--- config.mk ---
export PLATFORM = sky130hd
export DESIGN_NAME = neuron_accumulator
export DESIGN_NICKNAME = d
export VERILOG_FILES = /design/src/rtl/neuron_accumulator.sv
export SDC_FILE = /design/constraint.sdc
export NUM_CORES = 2
export LEC_CHECK = 0
export CAP_MARGIN = 25
export CORE_AREA = 2 2 546 548
export CTS_CLUSTER_DIAMETER = 150
export DETAILED_ROUTE_END_ITERATION = 8
export DIE_AREA = 0 0 548 550
export PLACE_DENSITY = 0.5
export SKIP_CTS_REPAIR_TIMING = 1
export SLEW_MARGIN = 10
export SYNTH_ARGS = -nofsm -noshare
export SYNTH_HDL_FRONTEND = slang
export SYNTH_SLANG_ARGS = --single-unit
--- constraint.sdc ---
create_clock -name clk -period 40.5 [get_ports clk]
set_clock_uncertainty 0.1 [all_clocks]
set_input_delay 8.1 -clock clk [delete_from_list [all_inputs] [get_ports clk]]
set_output_delay 8.1 -clock clk [all_outputs]
set_load 0.02 [all_outputs]
--- src/rtl/neuron_accumulator.sv ---
// ============================================================================
// neuron_accumulator: reduces each row of a product matrix to a neuron output
// with bias, optional ReLU and sign-magnitude saturation.  Rev 1.0
// ============================================================================
`default_nettype none

module neuron_accumulator #(
  parameter int R  = 6,
  parameter int C  = 6,
  parameter int N  = 32,
  parameter int Q  = 17,
  localparam int IW = (R > 1) ? $clog2(R) : 1
) (
  input  logic         clk,
  input  logic         rst_n,
  input  logic         in_valid_i,
  output logic         in_ready_o,
  input  logic [N-1:0] prod_i [0:R-1][0:C-1],
  input  logic [N-1:0] bias_i [0:R-1],
  input  logic         relu_en_i,
  output logic         out_valid_o,
  input  logic         out_ready_i,
  output logic [N-1:0] out_data_o,
  output logic [IW-1:0] out_idx_o,
  output logic         out_last_o,
  output logic         overflow_o
);

  localparam int AW  = N + $clog2(C + 1) + 1;
  localparam int CWD = (C > 1) ? $clog2(C) : 1;
  localparam logic [AW-1:0] MAXM = {{(AW-N+1){1'b0}}, {(N-1){1'b1}}};

  if (Q < 0 || Q > N - 1) begin : g_bad_q
    $error("neuron_accumulator: Q must lie in 0..N-1");
  end

  typedef enum logic [1:0] {
    S_IDLE = 2'd0,
    S_ACC  = 2'd1,
    S_BIAS = 2'd2,
    S_OUT  = 2'd3
  } state_t;

  state_t                 state_q, state_d;
  logic [IW-1:0]          row_q, row_d;
  logic [CWD-1:0]         col_q, col_d;
  logic signed [AW-1:0]   acc_q, acc_d;
  logic                   relu_q, relu_d;
  logic                   out_valid_q, out_valid_d;
  logic [N-1:0]           out_data_q, out_data_d;
  logic [IW-1:0]          out_idx_q, out_idx_d;
  logic                   out_last_q, out_last_d;
  logic                   ovf_q, ovf_d;

  logic [N-1:0] prod_q [0:R-1][0:C-1];
  logic [N-1:0] bias_q [0:R-1];

  logic signed [AW-1:0] res;
  logic [AW-1:0]        mag;
  logic                 neg;

  // Sign-magnitude to two's complement; negative zero naturally maps to 0.
  function automatic logic signed [AW-1:0] sm2tc(input logic [N-1:0] v);
    logic signed [AW-1:0] m;
    m = {{(AW-N+1){1'b0}}, v[N-2:0]};
    return v[N-1] ? -m : m;
  endfunction

  wire w_capture = (state_q == S_IDLE) && in_valid_i;

  always_ff @(posedge clk) begin
    if (w_capture) begin
      prod_q <= prod_i;
      bias_q <= bias_i;
    end
  end

  always_comb begin
    state_d     = state_q;
    row_d       = row_q;
    col_d       = col_q;
    acc_d       = acc_q;
    relu_d      = relu_q;
    out_valid_d = out_valid_q;
    out_data_d  = out_data_q;
    out_idx_d   = out_idx_q;
    out_last_d  = out_last_q;
    ovf_d       = ovf_q;
    res         = acc_q + sm2tc(bias_q[row_q]);
    mag         = '0;
    neg         = 1'b0;

    case (state_q)
      S_IDLE: begin
        if (in_valid_i) begin
          relu_d  = relu_en_i;
          row_d   = '0;
          col_d   = '0;
          acc_d   = '0;
          state_d = S_ACC;
        end
      end
      S_ACC: begin
        acc_d = acc_q + sm2tc(prod_q[row_q][col_q]);
        if (col_q == CWD'(C - 1)) begin
          col_d   = '0;
          state_d = S_BIAS;
        end else begin
          col_d = col_q + 1'b1;
        end
      end
      S_BIAS: begin
        if (relu_q && res < 0) res = '0;
        neg = (res < 0);
        mag = neg ? $unsigned(-res) : $unsigned(res);
        ovf_d = 1'b0;
        if (mag > MAXM) begin
          mag   = MAXM;
          ovf_d = 1'b1;
        end
        out_data_d  = {neg, mag[N-2:0]};
        out_idx_d   = row_q;
        out_last_d  = (row_q == IW'(R - 1));
        out_valid_d = 1'b1;
        state_d     = S_OUT;
      end
      S_OUT: begin
        if (out_ready_i) begin
          out_valid_d = 1'b0;
          acc_d       = '0;
          if (row_q != IW'(R - 1)) begin
            row_d   = row_q + 1'b1;
            col_d   = '0;
            state_d = S_ACC;
          end else begin
            state_d = S_IDLE;
          end
        end
      end
      default: state_d = S_IDLE;
    endcase
  end

  always_ff @(posedge clk or negedge rst_n) begin
    if (!rst_n) begin
      state_q     <= S_IDLE;
      row_q       <= '0;
      col_q       <= '0;
      acc_q       <= '0;
      relu_q      <= 1'b0;
      out_valid_q <= 1'b0;
      out_data_q  <= '0;
      out_idx_q   <= '0;
      out_last_q  <= 1'b0;
      ovf_q       <= 1'b0;
    end else begin
      state_q     <= state_d;
      row_q       <= row_d;
      col_q       <= col_d;
      acc_q       <= acc_d;
      relu_q      <= relu_d;
      out_valid_q <= out_valid_d;
      out_data_q  <= out_data_d;
      out_idx_q   <= out_idx_d;
      out_last_q  <= out_last_d;
      ovf_q       <= ovf_d;
    end
  end

  assign in_ready_o  = (state_q == S_IDLE);
  assign out_valid_o = out_valid_q;
  assign out_data_o  = out_data_q;
  assign out_idx_o   = out_idx_q;
  assign out_last_o  = out_last_q;
  assign overflow_o  = ovf_q;

endmodule

`default_nettype wire

### Word-level counts from Yosys, hierarchy flattened

Cells that the tools add are included.

| word-level totals | value |
|---|---|
| bits of input ports | 1,349 |
| register bits after elaboration | 1,427 |
| logic and storage cells | 122 |
| output and inout bits | 39 |

| cells by class | value |
|---|---|
| bitwise gates (word level) | 2 |
| equal/unequal tests | 10 |
| muxes and demuxes | 34 |
| reduce and logical (&&, ||, !) cells | 12 |
| $lt $le $gt $ge | 5 |
| add/subtract/negate cells | 7 |

Operator list:

| operator | count |
|---|---|
| 192-bit binary-select mux with 3-bit select | 1 |
| 192-bit 2-to-1 mux | 2 |
| 36-bit 2-to-1 mux | 7 |
| 32-bit binary-select mux with 3-bit select | 2 |
| 32-bit 2-to-1 mux | 4 |
| 36-bit case mux with 3 select lines | 1 |
| 36-bit adder | 2 |
| 36-bit by 1-bit < comparator with 1-bit output (second input constant) | 2 |
| 31-bit negator with 36-bit output | 2 |
| 36-bit by 31-bit > comparator with 1-bit output (second input constant) | 1 |
| 36-bit negator | 1 |
| 31-bit 2-to-1 mux | 1 |
| 3-bit 2-to-1 mux | 6 |
| 3-bit case mux with 3 select lines | 1 |
| 4-bit >= comparator (second input constant) | 2 |
| 2-bit != test (second input constant) | 4 |
| 3-bit NOT with 4-bit output | 2 |
| 2-bit case mux with 4 select lines | 1 |
| 4-bit AND reduction | 2 |
| 3-bit by 1-bit adder with 3-bit output (second input constant) | 2 |
| 3-bit equality test (second input constant) | 2 |
| 2-bit 2-to-1 mux | 3 |
| 3-bit case mux with 2 select lines | 1 |
| 3-bit AND reduction | 2 |
| 10 further kinds | 16 |

### Longest topological paths before layout

| logic depth | value |
|---|---|
| depth after elaboration | 15 |
| gate-level depth with buffers | 49 |
| depth with buffers taken out | 35 |

### Least setup slack after synthesis

OpenSTA, ideal clock, no wires.

| path | value |
|---|---|
| path kind | input to register |
| from | in in_valid_i |
| to | reg relu_q |
| arrival time | 38.733 ns |
| stages | 2 |
| path buffers | 0 |
| path slack | 0.249 ns |
| setup time | 1.418 ns |
| path through | and2_1 -> o21ai_0 |

| on the way | value |
|---|---|
| cells in the longest elaborated chain, start to end | 1 |

Ends and longest elaborated chain:

| item | line | source |
|---|---|---|
| start: declaration | 16 | `input logic in_valid_i,` |
| 2-bit AND reduction (no source line) | n/a |  |
| end signal: assignment | 161 | `relu_q <= relu_d;` |
| end: declaration | 48 | `logic relu_q, relu_d;` |

No other way between the ends.
A chain may end at the register's enable or synchronous reset.

### Final worst setup path

| path | value |
|---|---|
| from | in in_valid_i |
| to | reg prod_q[459] (netlist name) (enable) |

| on the way | value |
|---|---|
| cells in the longest elaborated chain, start to end | 1 |

Ends and longest elaborated chain:

| item | line | source |
|---|---|---|
| 1-bit logical AND | 69 | `wire w_capture = (state_q == S_IDLE) && in_valid_i;` |
| via w_capture | 69 |  |
| end signal: assignment | 73 | `prod_q <= prod_i;` |
| end: declaration | 55 | `logic [N-1:0] prod_q [0:R-1][0:C-1];` |

The timed path passes the listed nets, and every way through them passes these cells.

==> implementation parameters <==
Parameter                              Value

Worst hold path
  Hold path cells    1
  Source of the worst hold timing path    out_data_o[26]$_DFFE_PN0P_
  Min-delay worst type    register to register
  Hold-critical path endpoint    out_data_o[26]$_DFFE_PN0P_

Drt
  Routed wire per std cell    31.59 um
  Post-detailed-route count of antenna-violating nets    0
  Initial DRC Count    ~4300
  Total via count after detailed routing    41590
  Vias per cell    4.504
  Total routed wirelength    291.6 mm
  DRC violation count after routing    0
  Length of the first detailed-routing pass in iterations    8

Timing
  Unrepaired setup endpoints after global routing    no
  Minimum clock period    13.73 ns
  Final setup violation count    0
  Post-route worst hold slack    0.4080 ns
  Hold violation count in the final report    0
  Slew headroom    26.75%
  Number of max-slew violations in the final report    0
  Final setup slack of the worst path    26.77 ns
  Fin Setup TNS    0 ns
  Peak Freq    72.85 MHz
  Transition time at the pin with the least slew margin    1.099 ns
  Period utilisation layout    33.89%

Final layout
  Cell area after layout    85830 um2
  Area growth syn-to-layout    39.70%
  Final nets    about 6500
  Commonest cells after routing, fill and taps aside    sky130_fd_sc_hd__clkdlybuf4s50_1, sky130_fd_sc_hd__edfxtp_1, sky130_fd_sc_hd__mux4_2
  Final core utilization    between 20 and 30%
  Fraction of layout cells with a size suffix above 1    13.62%
  Most frequent standard cell in the layout excluding fill and tap cells    sky130_fd_sc_hd__clkdlybuf4s50_1

Logic synthesis
  Post-Syn Nets    ~5100
  Post-synthesis simple-gate area fraction    4.839%
  Post-synthesis xor/xnor area fraction    1.766%
  Top post-synthesis cells by area    sky130_fd_sc_hd__edfxtp_1, sky130_fd_sc_hd__mux4_2, sky130_fd_sc_hd__dfrtp_1
  Post-Synthesis Cell Area    61440 um2
  Yosys top cell area share    between 60% and 70%
  Mux cell area share after synthesis    13.48%
  Average instance area after synthesis    about 17 um2
  Number of warnings printed during yosys synthesis    0
  Cell accounting for the most synthesized area    sky130_fd_sc_hd__edfxtp_1
  Number of synthesized register bits    1427
  Post-synthesis sequential area ratio    69.07%
  Post-synth EDFFs    1344
  Synthesized-area fraction occupied by adder cells    1.694%
  Count of mapped cells out of synthesis    about 3600
  Synthesized-area fraction occupied by ao, oa, aoi and oai cells    between 7 and 8%
  Combinational family with the most area after synthesis    multiplexers
  Unique masters post-synth    95
  Post-synth top flop    sky130_fd_sc_hd__edfxtp_1
  Share of synthesized registers carrying an async set or reset    5.816%

GRT
  Global-route wire length before repair    379.9 mm
  Vias in the first global route    41390
  Number of antenna violations at the first check in global routing    208
  Overall overflow remaining after global route    0
  Global router's overall resource usage    18.66%
  Maximum number of pins on one net before global-route repair    180

Placed design
  Post-DP HPWL    230.5 mm
  Post-Place Worst Slack    25.64 ns
  IO buf count    1387
  Routability congestion estimate from global placement    0.8853
  Cell area after placement    80070 um2

Worst setup path
  Register-to-register setup slack    28.83 ns
  Worst r2r src    row_q[1]$_DFFE_PN0P_
  Slowest cell on the critical path    sky130_fd_sc_hd__buf_4
  Worst EP arrival    14.07 ns
  Logic depth of the worst register-to-register path    35
  Most common cell type on the critical path    sky130_fd_sc_hd__buf_4
  Required time of the critical path    40.85 ns
  Max incr delay on CP    0.90 ns
  Type of the worst setup path    input pin to register
  Kind of start point of the critical path    input pin
  Biggest fanout along the worst timing path    76
  Endpoint of the lowest-slack register-to-register path    out_data_o[23]$_DFFE_PN0P_
  Setup crit end kind    register
  List of cells traversed by the critical path    clkdlybuf4s50_1, and2_4, buf_4, buf_4, buf_16, buf_4, buf_4, buf_4, buf_4

Floorplan
  Area enclosed by the die boundary    ~300000 um2
  Starting density of the core    20.79%
  Number of top-level pins    1388
  Die boundary height    between 500 and 600 um
  Standard cell core area    between 200000 and 300000 um2
  Die W    548 um
  Standard-cell rows    200

Outcome
  Result of the run    completed

Clocking
  Clock H-tree levels    4
  Clock Latency Late Sink    0.88 ns
  Clock input transition at the sequential cells of the worst setup and hold paths    roughly 0.050 ns
  Clock tree from TritonCTS    done
  CTS Buffer Depth    4
  Root Buffer Master    sky130_fd_sc_hd__clkbuf_16
  CTS buffer count    about 170
  Number of clock sinks    between 1000 and 1500

Power and ir drop
  Maximum ir drop on the vdd rail    0.05610 mV
  Power per unit of standard cell area    87.33 nW/um2
  Static leakage    0.02835 uW

Job
  Number of max-cap violations    0
## power by group
| group | total, uW | internal [uW] | switching [uW] | leakage, uW |
|---|---|---|---|---|
| Sequential | 2100 | 1960 | 146 | 0.0133 |
| Combinational | 3850 | 1430 | 2430 | 0.0124 |
| Clock | 1540 | 879 | 659 | 0.00265 |
## how the worst max path moves through the flow
| stage | from | cells past startpoint | slack [ns] | endpoint |
|---|---|---|---|---|
| after floorplan | in_valid_i | 2 | 0.25 | relu_q$_DFFE_PN0P_ |
| after global placement | in_valid_i | 8 | 25.78 | prod_q[396]$_DFFE_PP_ |
| after detailed placement | in_valid_i | 8 | 25.64 | prod_q[396]$_DFFE_PP_ |
| after CTS | in_valid_i | 8 | 26.58 | prod_q[1126]$_DFFE_PP_ |
| after global routing | in_valid_i | 9 | 26.44 | prod_q[646]$_DFFE_PP_ |
| final | in_valid_i | 9 | 26.77 | prod_q[459]$_DFFE_PP_ |
## registers in the layout, summed over array words and instances (netlist names)
| signal | count |
|---|---|
| prod_q | 1152 |
| relu_q | 1 |
| row_q | 3 |
| acc_q | 36 |
| out_valid_o | 1 |
| overflow_o | 1 |
| bias_q | 192 |
| state_q | 2 |
| out_data_o | 32 |
| col_q | 3 |
| out_idx_o | 3 |
| out_last_o | 1 |
## stage by stage
step | total power (uW) | instances
global placement | 5950 | 8842
finish | 7495 | 9233
detailed placement | 6003 | 8850
global route | 7925 | 9184
floorplan | 4971 | 3630
CTS | 7563 | 9154
## cell families after synthesis
family,count (synthesis)
AO/OA/AOI/OAI,670
XOR/XNOR,120
buffers and inverters,237
AND/OR/NAND/NOR,644
flip-flops,1427
multiplexers,450
adder cells (fa/ha/maj),82
## layer usage
layer	part of all wire, %	track usage (%)	up-vias
li1	-	-	17640
met1	41	23.61	21280
met2	47	30.49	2083
met3	9.2	6.206	474
met4	2.4	4.792	108
met5	0.24	0	-
## cell usage after synthesis, drive strengths merged (6+ instances only)
library cell  number
nand3             28
a211oi            21
o21a              19
nor3              64
buf              108
a22o               7
and4               6
a221oi            11
xor2              57
xnor2             63
mux2              37
o21ai            110
nand4             10
nand2            254
nor3b              9
nor4               7
a311o              6
a21oi            206
edfxtp          1344
o211ai            15
and3              23
a31oi             28
o22ai             59
dfrtp             83
nand3b             7
and2              17
a21o              37
o31ai             18
or2                9
o21bai             8
ha                80
mux2i            115
o22a              42
inv               47
nor2             159
mux4             298
clkbuf            82
nor2b             15
or3               12
a311oi            16
nand2b            12
## critical path, delay by kind of cell
family        cells  cell delay (ns)
buf+inv           8             5.20
simple gates      1             0.42
## layout make-up
cell class	count	area (um2)
diodes	75	187.7
well taps	3939	4928
clock buffers	205	4499
fillers	29510	209700
clock inverters	99	962.2
inverters	47	187.7
repair buffers	1475	14690
flip-flops and latches	1427	42460
multi-input cells	1966	17920
Note: power is estimated with default switching activity, not from simulation.
